--- config.mk ---
export PLATFORM = sky130hd
export DESIGN_NAME = cmp_arbiter_flat
export DESIGN_NICKNAME = d
export VERILOG_FILES = /design/src/rtl/cmp_arb_pkg.sv /design/src/rtl/cmp_arbiter_if.sv /design/src/rtl/cmp_arbiter_comparator.sv /design/src/rtl/cmp_arbiter.sv /design/src/flat_wrapper.sv
export SDC_FILE = /design/constraint.sdc
export NUM_CORES = 1
export LEC_CHECK = 0
export BUFFER_PORTS_ARGS = -buffer_cell sky130_fd_sc_hd__buf_2
export CAP_MARGIN = 20
export CORE_MARGIN = 3
export CORE_UTILIZATION = 33
export DETAILED_ROUTE_END_ITERATION = 10
export PLACE_DENSITY = 0.57
export SETUP_SLACK_MARGIN = 0.3
export SLEW_MARGIN = 20
export SYNTH_ARGS = -nofsm -noshare
export SYNTH_HDL_FRONTEND = slang
export SYNTH_HIERARCHICAL = 1
export SYNTH_SLANG_ARGS = --single-unit
--- constraint.sdc ---
create_clock -name clk -period 2.8 [get_ports clk]
set_input_delay 0.14 -clock clk [delete_from_list [all_inputs] [get_ports clk]]
set_output_delay 0.14 -clock clk [all_outputs]
set_load 0.05 [all_outputs]
--- src/rtl/cmp_arb_pkg.sv ---
// rtl/cmp_arb_pkg.sv - shared types and sizes for the compare arbiter
package cmp_arb_pkg;

  localparam int NREQ  = 4;
  localparam int ID_W  = 2;
  localparam int CNT_W = 16;

  typedef enum logic [1:0] {
    IDLE = 2'd0,
    CMP  = 2'd1,
    WAIT = 2'd2,
    RESP = 2'd3
  } state_e;

endpackage

--- src/rtl/cmp_arbiter_if.sv ---
// rtl/cmp_arbiter_if.sv - request/response bundle between requesters and the compare arbiter
interface cmp_arbiter_if #(
  parameter int DW   = 9,
  parameter int NREQ = cmp_arb_pkg::NREQ
) ();

  logic [NREQ-1:0]                req_valid;
  logic [NREQ-1:0]                req_ready;
  logic [NREQ*DW-1:0]             req_a;
  logic [NREQ*DW-1:0]             req_b;
  logic                           resp_valid;
  logic                           resp_ready;
  logic [cmp_arb_pkg::ID_W-1:0]   resp_id;
  logic                           resp_le;
  logic                           busy;
  logic [cmp_arb_pkg::CNT_W-1:0]  done_cnt;

  modport master (
    output req_valid, req_a, req_b, resp_ready,
    input  req_ready, resp_valid, resp_id, resp_le, busy, done_cnt
  );

  modport slave (
    input  req_valid, req_a, req_b, resp_ready,
    output req_ready, resp_valid, resp_id, resp_le, busy, done_cnt
  );

endinterface

--- src/rtl/cmp_arbiter_comparator.sv ---
// rtl/cmp_arbiter_comparator.sv - registered unsigned less-or-equal comparator over Nbits+1 bits
module cmp_arbiter_comparator #(
  parameter int Nbits = 8
) (
  input  logic           clk,
  input  logic [Nbits:0] a,
  input  logic [Nbits:0] b,
  output logic           le
);

  logic le_d;
  logic le_q;

  // unsigned a <= b, equality counts as less-or-equal
  always_comb begin
    le_d = (a <= b);
  end

  // result register carries no reset; the consumer only samples it once operands have settled
  always_ff @(posedge clk) begin
    le_q <= le_d;
  end

  assign le = le_q;

endmodule

--- src/rtl/cmp_arbiter.sv ---
// rtl/cmp_arbiter.sv - round-robin arbiter feeding one shared comparator, one transaction at a time
module cmp_arbiter #(
  parameter int DW   = 9,
  parameter int NREQ = cmp_arb_pkg::NREQ
) (
  input logic          clk,
  input logic          rst,
  cmp_arbiter_if.slave bus
);

  import cmp_arb_pkg::*;

  state_e            state_q, state_d;
  logic [ID_W-1:0]   last_grant_q, last_grant_d;
  logic [ID_W-1:0]   id_q, id_d;
  logic [DW-1:0]     op_a_q, op_a_d;
  logic [DW-1:0]     op_b_q, op_b_d;
  logic              resp_le_q, resp_le_d;
  logic [CNT_W-1:0]  done_cnt_q, done_cnt_d;

  logic              gnt_found;
  logic [ID_W-1:0]   gnt_idx;
  logic [ID_W-1:0]   cand;
  logic [NREQ-1:0]   req_ready_c;
  logic              cmp_le;

  cmp_arbiter_comparator #(
    .Nbits (DW-1)
  ) u_cmp (
    .clk (clk),
    .a   (op_a_q),
    .b   (op_b_q),
    .le  (cmp_le)
  );

  // round-robin search starting just after the last granted requester
  always_comb begin
    gnt_found = 1'b0;
    gnt_idx   = '0;
    cand      = '0;
    for (int i = 1; i <= NREQ; i++) begin
      cand = last_grant_q + ID_W'(i);
      if (!gnt_found && bus.req_valid[cand]) begin
        gnt_found = 1'b1;
        gnt_idx   = cand;
      end
    end
  end

  // next-state, operand capture and ready strobes; ready only ever asserted while idle
  always_comb begin
    state_d      = state_q;
    last_grant_d = last_grant_q;
    id_d         = id_q;
    op_a_d       = op_a_q;
    op_b_d       = op_b_q;
    resp_le_d    = resp_le_q;
    done_cnt_d   = done_cnt_q;
    req_ready_c  = '0;
    unique case (state_q)
      IDLE: begin
        if (gnt_found) begin
          req_ready_c[gnt_idx] = 1'b1;
          op_a_d       = bus.req_a[int'(gnt_idx)*DW +: DW];
          op_b_d       = bus.req_b[int'(gnt_idx)*DW +: DW];
          id_d         = gnt_idx;
          last_grant_d = gnt_idx;
          state_d      = CMP;
        end
      end
      CMP: begin
        state_d = WAIT;
      end
      WAIT: begin
        resp_le_d = cmp_le;
        state_d   = RESP;
      end
      RESP: begin
        if (bus.resp_ready) begin
          done_cnt_d = done_cnt_q + CNT_W'(1);
          state_d    = IDLE;
        end
      end
      default: begin
        state_d = IDLE;
      end
    endcase
  end

  // state and datapath registers; reset drops any in-flight transaction
  always_ff @(posedge clk) begin
    if (rst) begin
      state_q      <= IDLE;
      last_grant_q <= ID_W'(NREQ-1);
      id_q         <= '0;
      op_a_q       <= '0;
      op_b_q       <= '0;
      resp_le_q    <= 1'b0;
      done_cnt_q   <= '0;
    end else begin
      state_q      <= state_d;
      last_grant_q <= last_grant_d;
      id_q         <= id_d;
      op_a_q       <= op_a_d;
      op_b_q       <= op_b_d;
      resp_le_q    <= resp_le_d;
      done_cnt_q   <= done_cnt_d;
    end
  end

  assign bus.req_ready  = req_ready_c;
  assign bus.resp_valid = (state_q == RESP);
  assign bus.resp_id    = id_q;
  assign bus.resp_le    = resp_le_q;
  assign bus.busy       = (state_q != IDLE);
  assign bus.done_cnt   = done_cnt_q;

endmodule

--- src/flat_wrapper.sv ---
// flat-port wrapper written by rule: the top's interface ports become plain ports
module cmp_arbiter_flat import cmp_arb_pkg::*;
#(
  parameter int DW   = 9,
  parameter int NREQ = cmp_arb_pkg::NREQ
)
  (clk, rst, bus_req_valid, bus_req_a, bus_req_b, bus_resp_ready, bus_req_ready, bus_resp_valid, bus_resp_id, bus_resp_le, bus_busy, bus_done_cnt);
  cmp_arbiter_if #(.DW(DW), .NREQ(NREQ)) bus_i ();
  input logic clk;
  input logic rst;
  input wire logic [$bits(bus_i.req_valid)-1:0] bus_req_valid;
  input wire logic [$bits(bus_i.req_a)-1:0] bus_req_a;
  input wire logic [$bits(bus_i.req_b)-1:0] bus_req_b;
  input wire logic [$bits(bus_i.resp_ready)-1:0] bus_resp_ready;
  output wire logic [$bits(bus_i.req_ready)-1:0] bus_req_ready;
  output wire logic [$bits(bus_i.resp_valid)-1:0] bus_resp_valid;
  output wire logic [$bits(bus_i.resp_id)-1:0] bus_resp_id;
  output wire logic [$bits(bus_i.resp_le)-1:0] bus_resp_le;
  output wire logic [$bits(bus_i.busy)-1:0] bus_busy;
  output wire logic [$bits(bus_i.done_cnt)-1:0] bus_done_cnt;
  assign bus_i.req_valid = bus_req_valid;
  assign bus_i.req_a = bus_req_a;
  assign bus_i.req_b = bus_req_b;
  assign bus_i.resp_ready = bus_resp_ready;
  assign bus_req_ready = bus_i.req_ready;
  assign bus_resp_valid = bus_i.resp_valid;
  assign bus_resp_id = bus_i.resp_id;
  assign bus_resp_le = bus_i.resp_le;
  assign bus_busy = bus_i.busy;
  assign bus_done_cnt = bus_i.done_cnt;
  cmp_arbiter #(.DW(DW), .NREQ(NREQ)) u_core (.clk(clk), .rst(rst), .bus(bus_i));
endmodule
* After elaboration in Yosys (flattened, before gate mapping) *
Cells that the tools add are included.

storage, ports and cells
  input bits = 79
  output and inout port bits = 25
  bits in registers = 42
  word-level logic and storage cells = 62

cells by class
  reduce and logical (&&, ||, !) cells = 12
  shift-type cells = 2
  muxes and demuxes = 23
  $lt $le $gt $ge = 7
  eq/ne operators = 5
  $mul = 1
  add/subtract/negate cells = 4

operator list
  cell                                                                                  number
  36-bit by 32-bit variable part select with 9-bit output                               2
  16-bit by 1-bit adder with 16-bit output (second input constant)                      1
  2-bit by 3-bit less-than comparator with 1-bit output (second input constant)         5
  2-bit two-way mux                                                                     6
  9-bit <= comparator                                                                   1
  1-bit two-way mux                                                                     9
  1-bit binary-select mux with 2-bit select                                             4
  4-bit two-way mux                                                                     2
  2-bit case mux with 4 select lines                                                    1
  2-bit by 4-bit multiplier with 6-bit output (second input constant)                   1
  2-bit AND reduction                                                                   3
  2-bit adder (second input constant)                                                   2
  2-bit equality test (second input constant)                                           2
  1-bit logical AND                                                                     4
  1-bit zero test                                                                       3
  2-bit by 1-bit adder with 2-bit output (second input constant)                        1
  1-bit demux with 2-bit select                                                         1
  2-bit by 1-bit equality test with 1-bit output (second input constant)                1
  2-bit by 1-bit greater-or-equal comparator with 1-bit output (second input constant)  1
  2-bit zero test                                                                       1
  2-bit by 1-bit inequality test with 1-bit output (second input constant)              1
  2-bit inequality test (second input constant)                                         1
  2-bit nonzero test                                                                    1

* Logic depth before layout (Yosys ltp) *
Gate-level depths: netlist of the first run.

  depth in word-level cells = 19
  gate-level depth with buffers = 8
  depth with buffers taken out = 7

* Hierarchy *
Netlist of the first run, hierarchy kept.

modules (own cells, without submodules)
  module                  cells each  sequential area each (µm²)  area each (µm²)  times used
  cmp_arbiter             269         820.8                       2451.1           1
  cmp_arbiter_comparator  32          20.0                        251.5            1

* Least setup slack after synthesis of the first run *
OpenSTA, ideal clock, no wires.

  kind = flip-flop to output port
  start point = register u_core.state_q[0]
  end point = output bus_req_ready[0]
  data required time = 2660 ps
  setup slack = 569 ps
  buffers on the path = 1
  arrival time = 2091 ps
  stages on the path, launching flop included = 8
  cell sequence = dfxtp_1 > inv_1 > ha_1 > inv_2 > a21oi_1 > nand2b_4 > buf_4 > nor2_1

between the ends
  longest elaborated chain between the ends = 2

RTL lines
  what                      RTL line            text
  start: declaration        cmp_arbiter.sv:13   state_e state_q, state_d;
  start signal: assignment  cmp_arbiter.sv:101  state_q <= state_d;
  2-bit zero test           cmp_arbiter.sv:60   unique case (state_q)
  4-bit two-way mux         cmp_arbiter.sv:60
  end: declaration          flat_wrapper.sv:15  output wire logic [$bits(bus_i.req_ready)-1:0] bus_req_ready;

Every way passes these cells.

* Final worst setup path of the first run *
  start point = register u_core.last_grant_q[0]
  end point = output bus_req_ready[3]

between the ends
  longest elaborated chain between the ends = 19
  elaborated cells between the ends (all ways) = 32
  classes of those cells = add/sub: 3; order compare: 2; mux: 20; reduce/logical: 7

RTL lines
  what                                                                                                                                                                RTL line            text
  start: declaration                                                                                                                                                  cmp_arbiter.sv:14   logic [ID_W-1:0] last_grant_q, last_grant_d;
  start signal: assignment                                                                                                                                            cmp_arbiter.sv:94   last_grant_q <= ID_W'(NREQ-1);
  start signal: assignment                                                                                                                                            cmp_arbiter.sv:102  last_grant_q <= last_grant_d;
  2-bit by 1-bit adder with 2-bit output                                                                                                                              cmp_arbiter.sv:42   cand = last_grant_q + ID_W'(i);
  1-bit binary-select mux with 2-bit select                                                                                                                           cmp_arbiter.sv:43   if (!gnt_found && bus.req_valid[cand]) begin
  1-bit two-way mux (implied by the code)                                                                                                                             cmp_arbiter.sv:43
  1-bit two-way mux                                                                                                                                                   cmp_arbiter.sv:43
  1-bit zero test                                                                                                                                                     cmp_arbiter.sv:43
  1-bit logical AND                                                                                                                                                   cmp_arbiter.sv:43
  1-bit two-way mux                                                                                                                                                   cmp_arbiter.sv:43
  1-bit zero test                                                                                                                                                     cmp_arbiter.sv:43
  [... 3 more ...]                                                                                                                                                    --
  1-bit logical AND                                                                                                                                                   cmp_arbiter.sv:43
  2-bit two-way mux                                                                                                                                                   cmp_arbiter.sv:43
  2-bit by 3-bit less-than comparator with 1-bit output (implied by the code) / 2-bit by 1-bit greater-or-equal comparator with 1-bit output (equally long branches)  cmp_arbiter.sv:63   req_ready_c[gnt_idx] = 1'b1;
  1-bit logical AND (implied by the code)                                                                                                                             cmp_arbiter.sv:63
  1-bit two-way mux (implied by the code)                                                                                                                             cmp_arbiter.sv:63
  1-bit demux with 2-bit select                                                                                                                                       --
  4-bit two-way mux (*)                                                                                                                                               cmp_arbiter.sv:62   if (gnt_found) begin
  4-bit two-way mux (*)                                                                                                                                               cmp_arbiter.sv:60

Mark *: on every way between the ends. The rest lies on a longest branch, timed or not. The select of a mux whose other input is x is not followed.

==> out/results.tsv, run 1 <==
metric	value	unit
worst-margin pin slew	0.678	ns
Initial Utilization	0.344	
crit path cell chain	and2b_4, o21ai_2, and3_1, buf_4, nor2_1, buf_2	
ant diodes	0	
residual DRC count	0	
vias in the first global route	2280	
first-pass GRT wire length	10600	um
CP bufs+invs	2	
number of DRC markers after the initial detailed-route iteration	74	
grt met1 use	0.205	
Net Count, Synth	393	
Vias/cell	4.82	
Hold Buf Count CTS	0	
CP required	2.66	ns
Final Hold Vio Count	0	
Die X-Extent	96.5	um
predominant post-synthesis flop cell	dfxtp_1	
Post-synth EDFFs	0	
Yosys cell types	43	
All-Layer GR Usage	0.144	
PwrDens	884	nW/um^2
DR WL/cell	13.1	um
Tcrit/Tclk final	0.839	
CTS Buffer Depth	2	
Slew HR	0.548	
Setup WS post-layout	0.450	ns
Setup Buffers After CTS	0	
CP Depth	6	
largest net degree at the start of global routing	43	
slowest stage delay, CP	0.43	ns
WL final	6590	um
hold crit path type	input port to flop	
clk_lat worst skew	0.30	ns
Core Area	7850	um^2
grt total ovfl	0	
cell taking the most area after synthesis	dfxtp_1	
Tmin final	2.35	ns
outcome	finished clean	
Yosys Warn Count	6	
GRT met2 Usage	0.219	
num rows	32	
Worst setup EP type	output port	
Chip Height	96.5	um
design area	3410	um^2
clk root buf	clkbuf_8	
RSZ-0062 raised after global routing	false	
dpl cells	495	
DP Area	3270	um^2
delay-heaviest family, CP	simple AND/OR/NAND/NOR gates	
# IOs	104	
met3 usage	0.0302	
clock sink total	42	
antenna violations before repair	0	
final setup fails	0	
Pleak	1.56	nW
Slowest cell on crit path	o21ai_2	
Setup CP Type	flop to output port	
sequential cell area fraction in the yosys report	0.311	
I/O Buffers	103	
Most Crowded Layer GR	met2	
cells on worst reg2reg path	6	
nature of the critical path startpoint	flop	
share of the synthesized area in the top cell type	0.311	
peak supply drop	0.297	mV
Area Growth Syn to Fin	26.0	%
Reg clk slew, reported paths	0.09	ns
fmax	426	MHz
H-tree level count	2	
cts repair resizes	0	
GPL Wtd Cong	0.758	
MaxCap Viol Count	0	
worst clock skew	0.0123	ns
Syn Inst Count	301	
DP HPWL	5080	um
Crit. Startpoint	u_core/last_grant_q[0]	
Worst R2R Start	u_core/last_grant_q[0]	
mapped cell area	2700	um^2
share of cells above drive strength 1	0.372	
top cells by area, synth	dfxtp_1, mux2i_1, a211oi_2, ha_1, nor2_1	
Worst EP arrival	2.21	ns
fin cells	503	
FF-to-FF End	u_core/op_b_q[8]	
Worst Setup EP	bus_req_ready[3]	
Routed Antenna Nets	0	
FF-to-FF setup slack	0.70	ns
FFs w/ async S/R, synth	0	
Pwr Total	3.01	mW
Max Fanout on Critical Path	22	
router iterations before antenna repair	4	
die area	9310	um^2
dpl ws	0.708	ns
Util after Layout	0.434	
TritonCTS clock tree	done	
syn avg cell area	8.98	um^2
fin. max-slew vios	0	
number of synthesized register bits	42	
Worst Hold Slack	0.157	ns
via count	2425	
# fillers	812	
CTS Buf Count	5	
fin nets	492	
TNS Setup	0	ns
==> cells in the mapped netlist (3+ instances only) <==
cell      count
nor2_1       26
nand2_1      12
ha_1         13
a211oi_1      5
mux2_2        7
nor2b_1       3
a21oi_1      12
o21ai_0       6
xnor2_1       4
nand2b_1      3
a211oi_2     18
nand3_1       6
or3_1         5
o21ai_1       9
nand3b_1      7
inv_1        24
dfxtp_1      42
a31oi_1      12
nand4_1       5
o21bai_1     12
clkbuf_1      8
nor3_1        6
mux2i_1      26
xor2_1        6
==> final cells by class <==
cell class	count	area (um^2)	share of cell area
clock buffer	5	68.8	0.0202
timing repair buffer	107	546	0.160
sequential	42	841	0.247
tap	102	128	0.0375
multi-input combinational	219	1660	0.488
clock inverter	3	68.8	0.0202
inverter	25	93.8	0.0276
==> state kept, by name, indices dropped and copies added (netlist names) <==
register	count
u_core/bus.done_cnt	16
u_core/bus.resp_id	2
u_core/bus.resp_le	1
u_core/last_grant_q	2
u_core/op_a_q	9
u_core/op_b_q	9
u_core/state_q	2
u_core/u_cmp/le	1
==> metal layers <==
layer,share of wire,wire [um]
met5,0,0
met4,0.010,69
met3,0.078,512
met2,0.42,2740
met1,0.50,3270
==> report_power, final <==
| part | switching, mW | internal, mW |
|---|---|---|
| registers | 0.106 | 0.773 |
| clock network | 0.212 | 0.357 |
| logic | 0.950 | 0.613 |
==> worst register-to-register path: stages, from the launching register on <==
cell	delay (ns)
dfxtp_1	0.35
and2b_4	0.20
o21ai_2	0.43
and3_1	0.28
buf_4	0.33
mux2i_1	0.28
a211oi_2	0.09
==> how the worst min path moves through the flow <==
stage / end / start / slack, ns / depth (start not counted)
4_1_cts: u_core/bus.done_cnt[1] / bus_resp_ready / 0.15 / 3
2_1_floorplan: u_core/bus.done_cnt[1] / bus_resp_ready / 0.30 / 2
3_5_place_dp: u_core/bus.resp_id[1] / u_core/bus.resp_id[1] / 0.45 / 2
5_1_grt: u_core/bus.done_cnt[1] / bus_resp_ready / 0.18 / 3
3_3_place_gp: u_core/bus.resp_id[1] / u_core/bus.resp_id[1] / 0.44 / 2
6_report: u_core/bus.done_cnt[1] / bus_resp_ready / 0.16 / 3
==> cells in the final DEF, fill, tap and decap left out, types with 2 or more instances in the layout <==
master     Yosys  routed
and4_1         2       2
ha_1          13      13
nand2b_1       3       3
nor2_1        26      26
a211oi_1       5       5
a21o_1         2       2
o21ai_1        9       9
buf_4          2       4
a31oi_1       12      12
o21bai_1      12      12
and3_1         2       2
dfxtp_1       42      42
mux2_2         7       7
nand3_1        6       6
a211oi_2      18      18
bufinv_16      0       2
xnor2_1        4       4
or3_1          5       5
clkbuf_8       0       5
nand2_1       12      12
nor3_1         6       6
mux2i_1       26      26
o21ai_0        6       6
nor2b_1        3       3
nand3b_1       7       7
buf_2          1     103
inv_1         24      24
xor2_1         6       6
a21oi_1       12      12
nand4_1        5       5
==> logic make-up after synthesis <==
logic type	Yosys count	synth area share
DFF	42	0.311
AOI/OAI and AO/OA	79	0.227
and+or+nand+nor	84	0.169
buffers and inverters	40	0.0745
muxes	33	0.125
adders and majority gates	13	0.0602
xor gates and xnor gates	10	0.0324
Note: power is estimated with default switching activity, not from simulation.
==> run 2: changes to the inputs <==
--- a/config.mk
+++ b/config.mk
@@ -10,7 +10,7 @@
 export CORE_MARGIN = 3
 export CORE_UTILIZATION = 33
 export DETAILED_ROUTE_END_ITERATION = 10
-export PLACE_DENSITY = 0.57
+export PLACE_DENSITY = 0.59
 export SETUP_SLACK_MARGIN = 0.3
 export SLEW_MARGIN = 20
 export SYNTH_ARGS = -nofsm -noshare
==> constraint.sdc (replaced) <==
create_clock -name clk -period 2 [get_ports clk]
set_input_delay 0.1 -clock clk [delete_from_list [all_inputs] [get_ports clk]]
set_output_delay 0.1 -clock clk [all_outputs]
set_load 0.05 [all_outputs]
==> run 2 against run 1 <==
Setup slack got worse by 0.12 ns. Register-to-register slack got worse by 0.36 ns. Cell area increased by 13%. Clock skew decreased by 0.0031 ns. Count of clock-buffer cells in the layout increased by 3. Hold slack got worse by 0.033 ns. Utilization increased by 5.4 points. Global-route usage increased by 0.52 points.
==> out/results.tsv, run 2 (synthesized netlist as in run 1, its figures left out) <==
metric	value	unit
I/O Buffers	103	
fmax	600	MHz
Tcrit/Tclk final	0.833	
Final Hold Vio Count	0	
vias in the first global route	2334	
clock sink total	42	
Die X-Extent	96.5	um
number of DRC markers after the initial detailed-route iteration	102	
share of cells above drive strength 1	0.478	
DR WL/cell	13.9	um
crit path cell chain	o21ai_1, o221a_4, nand2b_4, nor2_4, buf_8	
Worst EP arrival	1.57	ns
DP HPWL	5370	um
nature of the critical path startpoint	flop	
clk root buf	clkbuf_8	
Vias/cell	4.88	
final setup fails	0	
Hold Buf Count CTS	0	
ant diodes	0	
residual DRC count	0	
RSZ-0062 raised after global routing	true	
first-pass GRT wire length	10900	um
most common cell after layout, fill and taps aside	buf_2	
CTS Buf Count	5	
All-Layer GR Usage	0.149	
peak supply drop	0.580	mV
dpl cells	499	
MaxCap Viol Count	0	
FF-to-FF setup slack	0.34	ns
die area	9310	um^2
router iterations before antenna repair	4	
grt total ovfl	0	
Worst setup EP type	output port	
dpl ws	0.236	ns
GPL Wtd Cong	0.766	
largest net degree at the start of global routing	23	
PwrDens	1230	nW/um^2
num rows	32	
Chip Height	96.5	um
Initial Utilization	0.344	
H-tree level count	2	
fin. max-slew vios	0	
via count	2560	
Reg clk slew, reported paths	0.08	ns
Setup WS post-layout	0.334	ns
fin nets	514	
Max Fanout on Critical Path	6	
TritonCTS clock tree	done	
# IOs	104	
max reg flops	16	
most frequent cells in the layout	buf_2, dfxtp_1, nor2_1, inv_1, mux2i_1	
worst-margin pin slew	0.330	ns
Tmin final	1.67	ns
Area Growth Syn to Fin	41.8	%
fin cells	525	
Core Area	7850	um^2
Slew HR	0.779	
worst clock skew	0.00916	ns
hold crit path type	input port to flop	
TNS Setup	0	ns
Setup CP Type	flop to output port	
Pleak	1.70	nW
outcome	finished clean	
WL final	7280	um
CTS Buffer Depth	2	
antenna violations before repair	0	
CP required	1.90	ns
Routed Antenna Nets	0	
clk_lat worst skew	0.29	ns
Slowest cell on crit path	dfxtp_2	
slowest stage delay, CP	0.41	ns
-- run 2: metrics by stage --
stage / instance area, um^2 / power [mW] / hold slack [ns] / utilization
finish: 3830 / 4.73 / 0.124 / 0.488
global route: 3830 / 5.07 / 0.134 / 0.488
CTS: 3620 / 4.46 / 0.112 / 0.461
detailed placement: 3360 / 3.56 / 0.426 / 0.428
global placement: 3360 / 3.55 / 0.426 / 0.428
floorplan: 2750 / 3.11 / 0.260 / -
-- run 2: routing by layer --
layer	part of all wire	track usage	vias to the layer above
met3	0.064	0.0302	8
met4	0.011	0.0315	0
li1	-	-	1326
met1	0.48	0.214	1150
met2	0.45	0.229	76
met5	0	0	-
-- run 2: repair_timing --
action                     4_1_cts  5_1_grt
setup endpoints to repair       22       24
pin swaps                        2       12
buffers inserted                10        8
gates resized for setup         17       35
-- run 2: worst max-delay path: cells and delay by family, from the launching register on --
family / cells / cell delay [ns]
buffers and inverters: 1 / 0.15
DFF: 1 / 0.41
and+or+nand+nor: 2 / 0.33
AOI/OAI and AO/OA: 2 / 0.38
-- run 2: path summary, 6_finish.rpt --
| check | from | end | depth (start not counted) |
|---|---|---|---|
| worst max-delay path | u_core/last_grant_q[1] | bus_req_ready[0] | 5 |
| worst min-delay path | bus_resp_ready | u_core/bus.done_cnt[1] | 3 |
| worst max register to register | u_core/last_grant_q[0] | u_core/op_a_q[3] | 7 |
| worst min register to register | u_core/bus.resp_id[1] | u_core/bus.resp_id[1] | 2 |
-- run 2: final cells by class --
cell class | count | area (um^2)
Timing Repair Buffer | 129 | 802
Multi-Input combinational cell | 219 | 1850
Sequential cell | 42 | 850
Tap cell | 102 | 128
Fill cell | 799 | 4020
Clock buffer | 8 | 110
Inverter | 25 | 93.8
-- run 2: report_power, final --
| group | switching (mW) | internal [mW] | leakage (nW) |
|---|---|---|---|
| sequential | 0.171 | 1.09 | 0.346 |
| combinational | 1.53 | 1.31 | 1.29 |
| clock | 0.281 | 0.349 | 0.0575 |
| total | 1.98 | 2.75 | 1.70 |
==> run 3: changes to the inputs <==
==> constraint.sdc (replaced) <==
create_clock -name clk -period 1.3 [get_ports clk]
set_input_delay 0.065 -clock clk [delete_from_list [all_inputs] [get_ports clk]]
set_output_delay 0.065 -clock clk [all_outputs]
set_load 0.05 [all_outputs]
==> run 3 against run 2 <==
The flow now finishes with violations (setup timing). Largest power group unchanged. Highest routed layer unchanged. Non-clock buffer count rose by 23. Routed wire length rose by 14%. Clock power rose by 56%. Register-to-register slack got worse by 0.67 ns. First-iteration DRC count fell by 33%. Final cell count rose by 4.6%. Clock skew fell by 0.0059 ns. Critical path depth rose by 2. Setup slack got worse by 0.66 ns. Hold slack got worse by 0.031 ns.
==> out/results.tsv, run 3 (synthesized netlist as in run 1, its figures left out) <==
metric	value	unit
worst-margin pin slew	0.454	ns
Crit path top cell by count	buf_12	
Slowest cell on crit path	dfxtp_2	
CTS Buf Count	5	
CTS Buffer Depth	2	
Tmin final	1.63	ns
FF-to-FF End	u_core/op_b_q[6]	
most common cell after layout, fill and taps aside	buf_2	
Initial Utilization	0.344	
die area	9310	um^2
Tcrit/Tclk final	1.25	
CP Depth	7	
number of DRC markers after the initial detailed-route iteration	68	
Area Growth Syn to Fin	70.5	%
worst clock skew	0.00325	ns
antenna violations before repair	0	
GPL Wtd Cong	0.798	
residual DRC count	0	
most frequent cells in the layout	buf_2, buf_6, buf_4	
grt total ovfl	0	
Hold Path End	u_core/op_b_q[1]	
final setup fails	37	
All-Layer GR Usage	0.168	
H-tree level count	2	
share of cells above drive strength 1	0.624	
Slew HR	0.696	
peak supply drop	1.06	mV
CP required	1.50	ns
Util after Layout	0.587	
Worst Hold Slack	0.0934	ns
nature of the critical path startpoint	flop	
Pleak	1.93	nW
Setup WS post-layout	-0.326	ns
Worst setup EP type	flop	
slowest stage delay, CP	0.33	ns
cells on worst reg2reg path	7	
fin. max-slew vios	0	
Final Hold Vio Count	0	
clk_lat worst skew	0.29	ns
hold crit path type	input port to flop	
CP bufs+invs	2	
WL final	8280	um
Core Area	7850	um^2
# IOs	104	
ant diodes	0	
vias in the first global route	2686	
router iterations before antenna repair	4	
largest net degree at the start of global routing	25	
max reg flops	16	
MaxCap Viol Count	0	
fmax	615	MHz
Worst EP arrival	1.83	ns
failing checks	setup timing	
first-pass GRT wire length	12300	um
via count	2734	
I/O Buffers	103	
Max Fanout on Critical Path	5	
FF-to-FF setup slack	-0.33	ns
RSZ-0062 raised after global routing	true	
design area	4610	um^2
DP Area	3690	um^2
clk root buf	clkbuf_8	
Setup CP Type	flop to flop	
Hold Path Stages	3	
TNS Setup	-8.81	ns
dpl ws	-0.312	ns
Worst R2R Start	u_core/last_grant_q[0]	
fin nets	538	
PwrDens	1880	nW/um^2
clock sink total	42	
Die X-Extent	96.5	um
Chip Height	96.5	um
delay-heaviest family, CP	simple AND/OR/NAND/NOR gates	
DR WL/cell	15.1	um
crit path cell chain	and2b_4, o21ai_4, and3_4, buf_12, buf_12, mux2i_4, a211oi_2	
Reg clk slew, reported paths	0.08	ns
outcome	finished with violations	
DP HPWL	5620	um
Vias/cell	4.98	
TritonCTS clock tree	done	
Routed Antenna Nets	0	
hold wc startpoint	bus_req_b[1]	
num rows	32	
## run 3: tightest hold or removal path, cell delays in order
cell and delay (ns):
buf_2 0.08, a211oi_2 0.06, a211oi_2 0.13
## run 3: how the worst max path moves through the flow
| stage | from | to |
|---|---|---|
| global route | u_core/last_grant_q[0] | bus_req_ready[0] |
| detailed placement | u_core/last_grant_q[0] | u_core/op_a_q[7] |
| CTS | u_core/last_grant_q[0] | bus_req_ready[1] |
| floorplan | u_core/state_q[1] | u_core/bus.done_cnt[7] |
| finish | u_core/last_grant_q[0] | u_core/op_b_q[6] |
| global placement | u_core/last_grant_q[0] | u_core/op_a_q[7] |
## run 3: area by class of cell
| cell class | count | area (um^2) |
|---|---|---|
| Clock buffer | 8 | 110 |
| Fill cell | 665 | 3240 |
| Inverter | 25 | 98.8 |
| Multi-Input combinational cell | 220 | 2170 |
| Sequential cell | 42 | 881 |
| Tap cell | 102 | 128 |
| Timing Repair Buffer | 152 | 1210 |
## run 3: what timing repair did
| item | 4_1_cts | 5_1_grt |
|---|---|---|
| setup endpoints to repair | 62 | 64 |
| gates resized for setup | 81 | 68 |
| pin swaps | 18 | 20 |
| hold buffers | 0 | 0 |
| setup buffers | 12 | 8 |
| cloned | 1 | 1 |
## run 3: routing by layer
layer  vias up  track usage  wire, um
li1       1374            -         -
met3         8       0.0325       380
met4         0       0.0386       110
met5         -            0         0
met1      1288        0.214      3640
met2        64        0.292      4150
## run 3: power breakdown
part           total [mW]  switching [mW]  internal, mW
Sequential           2.03           0.321          1.71
Combinational        5.65            2.82          2.82
Clock               0.983           0.446         0.537
## run 3: through the flow
stage	power [mW]	std cells
final	8.65	549
after global routing	9.20	549
after CTS	7.95	540
after detailed placement	6.16	519
after global placement	6.10	519
after floorplan	5.22	301
